==> src/rtl/romload_if.sv <==
// Bundles the ROM arbiter read port, host loader stream and external memory
// port of romload; the slave modport is the romload side.
interface romload_if #(
  parameter int AW = 22
);
  logic [AW-1:0] romaddr;
  logic          romreq;
  logic [7:0]    romdata;
  logic          romack;
  logic          ldstart;
  logic          ldvalid;
  logic [7:0]    lddata;
  logic          ldlast;
  logic          ldready;
  logic          init;
  logic          lderr;
  logic [AW-1:0] memaddr;
  logic [7:0]    memwdata;
  logic [7:0]    memrdata;
  logic          memoe;
  logic          memwe;

  modport slave (
    input  romaddr, romreq, ldstart, ldvalid, lddata, ldlast, memrdata,
    output romdata, romack, ldready, init, lderr, memaddr, memwdata, memoe, memwe
  );

  modport master (
    output romaddr, romreq, ldstart, ldvalid, lddata, ldlast, memrdata,
    input  romdata, romack, ldready, init, lderr, memaddr, memwdata, memoe, memwe
  );
endinterface

==> src/rtl/romload.sv <==
// Shares one fixed-latency byte-wide ROM memory between host image loading
// (writes) and ROM arbiter reads; holds init high while a load is in progress.
module romload #(
  parameter int LAT = 3,
  parameter int AW  = 22
) (
  input  logic     clk,
  input  logic     rstn,
  romload_if.slave bus
);
  localparam int              CW       = (LAT > 1) ? $clog2(LAT) : 1;
  localparam logic [CW-1:0]   CNT_LAST = CW'(LAT - 1);
  localparam logic [AW-1:0]   ADDR_MAX = '1;

  typedef enum logic [1:0] {IDLE, READ, WRITE, RDONE} state_e;

  state_e        state_q;
  logic [CW-1:0] cnt_q;
  logic [AW-1:0] waddr_q;
  logic [AW-1:0] memaddr_q;
  logic [7:0]    memwdata_q;
  logic [7:0]    romdata_q;
  logic          romack_q;
  logic          init_q;
  logic          lderr_q;
  logic          memoe_q;
  logic          memwe_q;
  logic          ldlast_q;
  logic          stale_q;  // a restart arrived while this write was in flight

  logic ldready;
  logic accept;
  logic last_cycle;

  // NOTE: ldready is combinational so a same-cycle ldstart can veto acceptance;
  // every other output comes straight from a flop.
  assign ldready    = (state_q == IDLE) && init_q && !bus.ldstart;
  assign accept     = ldready && bus.ldvalid;
  assign last_cycle = (cnt_q == CNT_LAST);

  always_ff @(posedge clk or negedge rstn) begin
    if (!rstn) begin
      state_q    <= IDLE;
      cnt_q      <= '0;
      waddr_q    <= '0;
      memaddr_q  <= '0;
      memwdata_q <= '0;
      romdata_q  <= '0;
      romack_q   <= 1'b0;
      init_q     <= 1'b0;
      lderr_q    <= 1'b0;
      memoe_q    <= 1'b0;
      memwe_q    <= 1'b0;
      ldlast_q   <= 1'b0;
      stale_q    <= 1'b0;
    end else begin
      romack_q <= 1'b0;
      case (state_q)
        IDLE: begin
          if (accept) begin
            memaddr_q  <= waddr_q;
            memwdata_q <= bus.lddata;
            memwe_q    <= !lderr_q;
            ldlast_q   <= bus.ldlast;
            stale_q    <= 1'b0;
            cnt_q      <= '0;
            state_q    <= WRITE;
          end else if (!init_q && bus.romreq && !bus.ldstart) begin
            memaddr_q <= bus.romaddr;
            memoe_q   <= 1'b1;
            cnt_q     <= '0;
            state_q   <= READ;
          end
        end
        READ: begin
          if (last_cycle) begin
            memoe_q   <= 1'b0;
            romdata_q <= bus.memrdata;
            romack_q  <= 1'b1;
            state_q   <= RDONE;
          end else begin
            cnt_q <= cnt_q + 1'b1;
          end
        end
        WRITE: begin
          if (last_cycle) begin
            memwe_q <= 1'b0;
            state_q <= IDLE;
            if (!stale_q) begin
              if (waddr_q == ADDR_MAX) lderr_q <= 1'b1;
              else                     waddr_q <= waddr_q + 1'b1;
              if (ldlast_q) init_q <= 1'b0;
            end
          end else begin
            cnt_q <= cnt_q + 1'b1;
          end
        end
        RDONE: begin
          if (!bus.romreq) state_q <= IDLE;
        end
        default: state_q <= IDLE;
      endcase

      // NOTE: placed after the case so these nonblocking writes take priority
      // over any FSM update of the same registers at this edge.
      if (bus.ldstart) begin
        init_q  <= 1'b1;
        waddr_q <= '0;
        lderr_q <= 1'b0;
        stale_q <= 1'b1;
      end
    end
  end

  assign bus.romdata  = romdata_q;
  assign bus.romack   = romack_q;
  assign bus.ldready  = ldready;
  assign bus.init     = init_q;
  assign bus.lderr    = lderr_q;
  assign bus.memaddr  = memaddr_q;
  assign bus.memwdata = memwdata_q;
  assign bus.memoe    = memoe_q;
  assign bus.memwe    = memwe_q;
endmodule

==> src/flat_wrapper.sv <==
// flat-port wrapper written by rule: the top's interface ports become plain ports
module romload_flat 
#(
  parameter int LAT = 3,
  parameter int AW  = 22
)
  (clk, rstn, bus_romaddr, bus_romreq, bus_ldstart, bus_ldvalid, bus_lddata, bus_ldlast, bus_memrdata, bus_romdata, bus_romack, bus_ldready, bus_init, bus_lderr, bus_memaddr, bus_memwdata, bus_memoe, bus_memwe);
  romload_if #(.AW(AW)) bus_i ();
  input  logic clk;
  input  logic rstn;
  input wire logic [$bits(bus_i.romaddr)-1:0] bus_romaddr;
  input wire logic [$bits(bus_i.romreq)-1:0] bus_romreq;
  input wire logic [$bits(bus_i.ldstart)-1:0] bus_ldstart;
  input wire logic [$bits(bus_i.ldvalid)-1:0] bus_ldvalid;
  input wire logic [$bits(bus_i.lddata)-1:0] bus_lddata;
  input wire logic [$bits(bus_i.ldlast)-1:0] bus_ldlast;
  input wire logic [$bits(bus_i.memrdata)-1:0] bus_memrdata;
  output wire logic [$bits(bus_i.romdata)-1:0] bus_romdata;
  output wire logic [$bits(bus_i.romack)-1:0] bus_romack;
  output wire logic [$bits(bus_i.ldready)-1:0] bus_ldready;
  output wire logic [$bits(bus_i.init)-1:0] bus_init;
  output wire logic [$bits(bus_i.lderr)-1:0] bus_lderr;
  output wire logic [$bits(bus_i.memaddr)-1:0] bus_memaddr;
  output wire logic [$bits(bus_i.memwdata)-1:0] bus_memwdata;
  output wire logic [$bits(bus_i.memoe)-1:0] bus_memoe;
  output wire logic [$bits(bus_i.memwe)-1:0] bus_memwe;
  assign bus_i.romaddr = bus_romaddr;
  assign bus_i.romreq = bus_romreq;
  assign bus_i.ldstart = bus_ldstart;
  assign bus_i.ldvalid = bus_ldvalid;
  assign bus_i.lddata = bus_lddata;
  assign bus_i.ldlast = bus_ldlast;
  assign bus_i.memrdata = bus_memrdata;
  assign bus_romdata = bus_i.romdata;
  assign bus_romack = bus_i.romack;
  assign bus_ldready = bus_i.ldready;
  assign bus_init = bus_i.init;
  assign bus_lderr = bus_i.lderr;
  assign bus_memaddr = bus_i.memaddr;
  assign bus_memwdata = bus_i.memwdata;
  assign bus_memoe = bus_i.memoe;
  assign bus_memwe = bus_i.memwe;
  romload #(.LAT(LAT), .AW(AW)) u_core (.clk(clk), .rstn(rstn), .bus(bus_i));
endmodule
==> config.mk <==
export PLATFORM = sky130hd
export DESIGN_NAME = romload_flat
export DESIGN_NICKNAME = d
export VERILOG_FILES = /design/src/rtl/romload_if.sv /design/src/rtl/romload.sv /design/src/flat_wrapper.sv
export SDC_FILE = /design/constraint.sdc
export NUM_CORES = 1
export LEC_CHECK = 0
export ABC_AREA = 1
export BUFFER_PORTS_ARGS = -buffer_cell sky130_fd_sc_hd__clkbuf_2
export CELL_PAD_IN_SITES_DETAIL_PLACEMENT = 0
export CELL_PAD_IN_SITES_GLOBAL_PLACEMENT = 1
export CORE_UTILIZATION = 35
export DETAILED_ROUTE_END_ITERATION = 12
export GPL_ROUTABILITY_DRIVEN = 0
export PLACE_DENSITY = 0.8
export SLEW_MARGIN = 30
export SYNTH_ARGS = -nofsm -noshare
export SYNTH_HDL_FRONTEND = slang
export SYNTH_SLANG_ARGS = --single-unit
==> constraint.sdc <==
create_clock -name clk -period 1.8 [get_ports clk]
set_clock_uncertainty 0.15 [all_clocks]
set_input_delay 0.36 -clock clk [delete_from_list [all_inputs] [get_ports clk]]
set_output_delay 0.36 -clock clk [all_outputs]
set_load 0.005 [all_outputs]
### Yosys cells after proc, flatten, opt, wreduce, memory -nomap -nowiden

Index checks and enable logic that the tools add are counted.

| cells by class | value |
|---|---|
| bitwise logic cells | 0 |
| shift-type cells | 0 |
| reductions and logical operators | 31 |
| equal/unequal tests | 15 |
| divide/modulo/power cells | 0 |
| add/sub/neg operators | 2 |
| multipliers | 0 |
| magnitude comparators | 0 |
| mux-type cells | 38 |

Operators by type and width:

| kind | number |
|---|---|
| $mux W22 | 7 |
| $add A22 B1 Y22 const B | 1 |
| $eq A22 B22 Y1 const B | 1 |
| $reduce_and A4 Y1 | 5 |
| $reduce_bool A2 Y1 | 10 |
| $mux W1 | 19 |
| $mux W2 | 8 |
| $ne A2 B2 Y1 const B | 6 |
| $pmux W2 S4 | 1 |
| $reduce_and A2 Y1 | 4 |
| $eq A2 B2 Y1 const B | 3 |
| $ne A2 B1 Y1 const B | 3 |
| $reduce_and A3 Y1 | 2 |
| $logic_and A1 B1 Y1 | 5 |
| $pmux W1 S2 | 2 |
| $pmux W2 S2 | 1 |
| $logic_not A1 Y1 | 3 |
| $ne A3 B2 Y1 const B | 1 |
| $add A2 B1 Y2 const B | 1 |
| $eq A2 B1 Y1 const B | 1 |
| $logic_not A2 Y1 | 1 |
| $reduce_or A2 Y1 | 1 |

| storage, ports and cells | value |
|---|---|
| output and inout bits | 44 |
| bits in writable memories | 0 |
| word-level logic and storage cells | 99 |
| bits in latches | 0 |
| memories | 0 |
| ROM bits | 0 |
| input bits | 44 |
| bits in registers | 71 |

### Logic depth before layout (Yosys ltp)

| depth | value |
|---|---|
| depth after elaboration | 7 |
| depth in mapped cells | 10 |
| depth with buffers taken out | 10 |

### Least setup slack after synthesis

OpenSTA, ideal clock, no wires.

| timing path | value |
|---|---|
| path type | register -> register |
| start point | register u_core.state_q[0] |
| end point | register u_core.memaddr_q[0], in the netlist u_core.bus.memaddr[0] |
| library setup time | 0.129 ns |
| cell stages (with the launch flop) | 9 |
| clock period less this slack | 1.808 ns |
| data required time | 1.521 ns |
| slack | -0.008 ns |
| data arrival time | 1.529 ns |
| path buffers | 1 |
| cells stage by stage | dfrtp_1 -> inv_1 -> ha_1 -> inv_1 -> nor3_2 -> nand2_2 -> o21ai_2 -> buf_2 -> a31oi_1 |

| on the way | value |
|---|---|
| cells in the longest elaborated chain, start to end | 6 |
| elaborated cells between the ends (all ways) | 7 |
| classes of those cells | mux (1); reduce/logical (6) |

Ends and longest elaborated chain:

| what | RTL line | RTL |
|---|---|---|
| start, declared | romload.sv:17 | `state_e state_q;` |
| start signal, assigned | romload.sv:43 | `state_q <= IDLE;` |
| start signal, assigned | romload.sv:67 | `state_q <= WRITE;` |
| start signal, assigned | romload.sv:72 | `state_q <= READ;` |
| $logic_not A2 Y1 (*) | romload.sv:37 | `assign ldready = (state_q == IDLE) && init_q && !bus.ldstart;` |
| $logic_and A1 B1 Y1 (*) (2 in series) | romload.sv:37 |  |
| net bus_ldready | flat_wrapper.sv:20 | `output wire logic [$bits(bus_i.ldready)-1:0] bus_ldready;` |
| $logic_and A1 B1 Y1 (*) | romload.sv:38 | `assign accept = ldready && bus.ldvalid;` |
| $reduce_bool A2 Y1 (no line) | -- |  |
| $reduce_and A2 Y1 (no line) | -- |  |
| end signal, assigned | romload.sv:61 | `memaddr_q <= waddr_q;` |
| end signal, assigned | romload.sv:69 | `memaddr_q <= bus.romaddr;` |
| end, declared | romload.sv:20 | `logic [AW-1:0] memaddr_q;` |

The timed path passes the listed nets; every way through them passes the cells marked *.
A chain may end at the register's enable or synchronous reset.

### Worst setup path in the final report

| timing path | value |
|---|---|
| start point | register u_core.waddr_q[0] |
| end point | register u_core.waddr_q[7] |

| on the way | value |
|---|---|
| cells in the longest elaborated chain, start to end | 6 |
| elaborated cells between the ends (all ways) | 9 |
| classes of those cells | add/sub (1); eq/ne (2); mux (5); reduce/logical (1) |

Ends and longest elaborated chain:

| what | RTL line | RTL |
|---|---|---|
| start, declared | romload.sv:19 | `logic [AW-1:0] waddr_q;` |
| start signal, assigned | romload.sv:91 | `else waddr_q <= waddr_q + 1'b1;` |
| $add A22 B1 Y22 | romload.sv:91 |  |
| $mux W22 | romload.sv:90 | `if (waddr_q == ADDR_MAX) lderr_q <= 1'b1;` |
| $mux W22 | romload.sv:89 | `if (!stale_q) begin` |
| $mux W22 | romload.sv:86 | `if (last_cycle) begin` |
| $mux W22 | romload.sv:58 | `case (state_q)` |
| $mux W22 | romload.sv:106 | `if (bus.ldstart) begin` |

Several ways; a longest one is shown, not always the timed one. The select of a mux whose other input is x is not followed.

==> parameters.txt <==
Parameter                              Value

Outcome
  Run status    complete, but fails checks
  Violations in the final reports    setup timing

Clock tree
  Largest buffer count on any clock path    2
  Root Buffer Master    clkbuf_8
  H-tree depth    3
  TritonCTS clock tree    built
  CTS clock-pin slew for the worst setup and hold paths    0.08 ns
  Number of buffers created by CTS    9
  Sink Count    71
  Clock Latency Late Sink    0.36 ns

Synth
  Synthesized netlist net count    529
  Post-synth EDFFs    0
  Synthesis warning total    0
  Cell Area, Synth    3720 µm²
  Number of flip-flops and latches in the synthesized netlist    71
  Seq/Total Area, Yosys    47.8%
  Yosys cell types    33
  Area share of the largest cell type after synthesis    47.8%
  Biggest area consumer among synthesized cells    dfrtp_1
  Area contributors post-synth    dfrtp_1 48%, nand2_1 17%, nor2_1 5.1%, nand3_1 3.9%, inv_1 3.0%
  Async set-reset flop share out of synthesis    100%
  Most used DFF post-synth    dfrtp_1
  Avg Synthesized Cell Area    7.80 µm²
  Synthesized instance count    477

Critical path
  Chain of cells forming the critical path    ha_2, nand2_2, nor2_4, nand2_4, nor2_4, nand4_4, nand2_8, clkbuf_16, nand2_1, o21ai_2
  Peak per-stage delay on the critical path    0.40 ns
  Data required, critical path    1.94 ns
  Crit Path Max Fanout    8
  Type of destination of the critical path    flip-flop
  Startpoint kind of the worst setup timing path    flip-flop
  Standard cell with the maximum stage delay on the critical path    dfrtp_1
  Worst Path Class, Setup    reg -> reg
  Arr. time, crit path    1.97 ns
  Most prevalent standard cell on the critical path    nor2_4

STA
  Achievable Freq    548 MHz
  Minimum clock period after layout    1.83 ns
  Share of the clock period used by the worst path after layout    101%
  Slew Limit Headroom    77.9%
  Transition time at the pin with the least slew margin    0.331 ns
  RSZ-0062 raised after global routing    true
  Least setup slack across all paths after layout    -0.0255 ns
  Hold Violations, Final    0
  Final-report max-slew violation count    0
  Setup TNS    -0.217 ns
  Number of failing setup endpoints in the final timing report    18

Cells and area
  Share of the core filled with cells    50.3%
  Area growth from synthesis to layout    39.7%
  Net total in the final layout    666
  Layout cell share with drive strength beyond 1    34.4%
  Cell Count, Final, Fillers Out    755
  Most common cell after layout, fill and taps aside    nand2_1
  Diode insertion count for antenna repair    0
  Final-layout fill cell count    1014
  Area of the multi-input gates    1870 µm²
  Leading cell types in the layout, fill and taps excluded    158 x nand2_1, 85 x clkbuf_2, 71 x dfrtp_1
  Area used by sequential logic in the layout    1780 µm²

Global routing
  Global routing met3 resource utilization    3.49%
  Most utilized layer in the global route result    met2
  GR met2 Demand/Resource    32.9%
  Via count of the first global-routing pass    3523
  Number of antenna violations at the first check in global routing    0
  Global-route wire length before repair    17100 µm
  Overflow left after global routing    0
  Overall global routing resource usage    19.9%
  Met1 routing resource usage after global routing    25.7%
  Pin count of the biggest net entering global routing    47

Die
  Starting density of the core    36.0%
  Die footprint    11000 µm²
  Number of standard-cell rows in the floorplan    37
  Die outline width    105 µm
  Area of the core    10300 µm²
  Boundary pin count    88
  Die Y-Extent    105 µm

Flow run
  Number of maximum-capacitance violations    0

Detailed routing
  Final ANT Viol Nets    0
  Detailed-route wire length per cell    14.4 µm
  Initial DRC count    185
  Residual DRC    0
  Final wirelength    10900 µm
  Count of vias placed by the detailed router    3676
  Total iterations of the first detailed-routing run    4
  Via-to-Cell Ratio    4.87

Power and ir drop
  Peak supply drop    0.570 mV
  Total power    5900 µW
  Power density over the cells    1140 nW/µm²
  Reported leakage power    0.00248 µW

Placed design
  Port-buffer cells    87
  Number of placed cells counting well taps    719
  Placed wire-length estimate    7270 µm

Hold path
  Class of the tightest hold or removal check    in -> reg
critical path, delay by kind of cell (launching register included):
kind / cells / cell delay [ns]
buf+inv: 1 / 0.17
simple gates: 7 / 0.79
fa+ha+maj: 1 / 0.20
flops: 1 / 0.40
compound gates: 1 / 0.05
power breakdown:
group / leakage, µW / internal [µW] / total [µW] / switching [µW]
clock network: 0.0000960 / 635 / 1270 / 633
registers: 0.000887 / 2110 / 2440 / 327
logic: 0.00150 / 1070 / 2200 / 1130
Yosys cell counts, types with 4 or more instances:
library cell / count
a21oi_1: 9
ha_1: 8
o211ai_1: 4
o22ai_1: 10
o21ai_0: 11
inv_1: 30
nand2_1: 169
clkbuf_1: 7
buf_6: 4
nand3_1: 29
a31oi_1: 12
dfrtp_1: 71
nor2_1: 51
buf_2: 4
o21ai_2: 8
nor4_1: 10
o21ai_1: 12
repair_timing:
| item | 4_1_cts | 5_1_grt |
|---|---|---|
| buffers inserted | 7 | 5 |
| pin swaps | 3 | 13 |
| hold endpoints to repair | 11 | 0 |
| cloned | 2 | 7 |
| endpoints found under the setup margin | 15 | 49 |
| gates resized for setup | 10 | 44 |
| hold buffers | 1 | 0 |
path summary, 6_finish.rpt:
path	from	end	slack, ns	cells past startpoint
min in group asynchronous	rstn	u_core.bus.memaddr[20]	0.28	2
max in group asynchronous	rstn	u_core.bus.memoe	0.66	3
min	bus_memrdata[1]	u_core.bus.romdata[1]	0.04	3
min reg2reg	u_core.bus.memwdata[6]	u_core.bus.memwdata[6]	0.33	2
max reg2reg	u_core.waddr_q[0]	u_core.waddr_q[7]	-0.03	10
max	u_core.waddr_q[0]	u_core.waddr_q[7]	-0.03	10
per-layer routing:
layer  part of all wire, %  vias up
li1                      -     1834
met1                    45     1730
met2                    48       94
met3                   4.3       18
met4                   1.9        0
met5                     0        -
logic make-up after synthesis:
logic type / after synthesis / share of synthesized area, %
AO/OA/AOI/OAI: 69 / 11.3
XOR/XNOR: 2 / 0.471
adder cells (fa/ha/maj): 8 / 2.69
buffers and inverters: 52 / 6.43
flip-flops: 71 / 47.8
AND/OR/NAND/NOR: 275 / 31.3
flip-flops by register name, indices dropped and copies added, names as in the netlist, 2 cells and up:
signal	flops
u_core.cnt_q	2
u_core.bus.memaddr	22
u_core.state_q	2
u_core.bus.romdata	8
u_core.waddr_q	22
u_core.bus.memwdata	8
stage by stage:
step / hold slack (ns) / instance area [µm²] / setup WS (ns)
detailed placement: 0.130 / 4550 / -0.00599
CTS: 0.0239 / 4900 / -0.0604
floorplan: -0.0856 / 3720 / -0.000677
finish: 0.0423 / 5200 / -0.0255
global route: 0.0391 / 5200 / -0.0996
global placement: 0.124 / 4550 / 0.0350
cell type report:
type	count	share of cell area, %
inverter	34	2.50
tap	136	3.27
clock buffer	10	2.46
timing repair buffer	144	20.4
clock inverter	6	1.18
multi-input combinational	354	35.9
sequential	71	34.2
(Power assumes the default switching activity.)
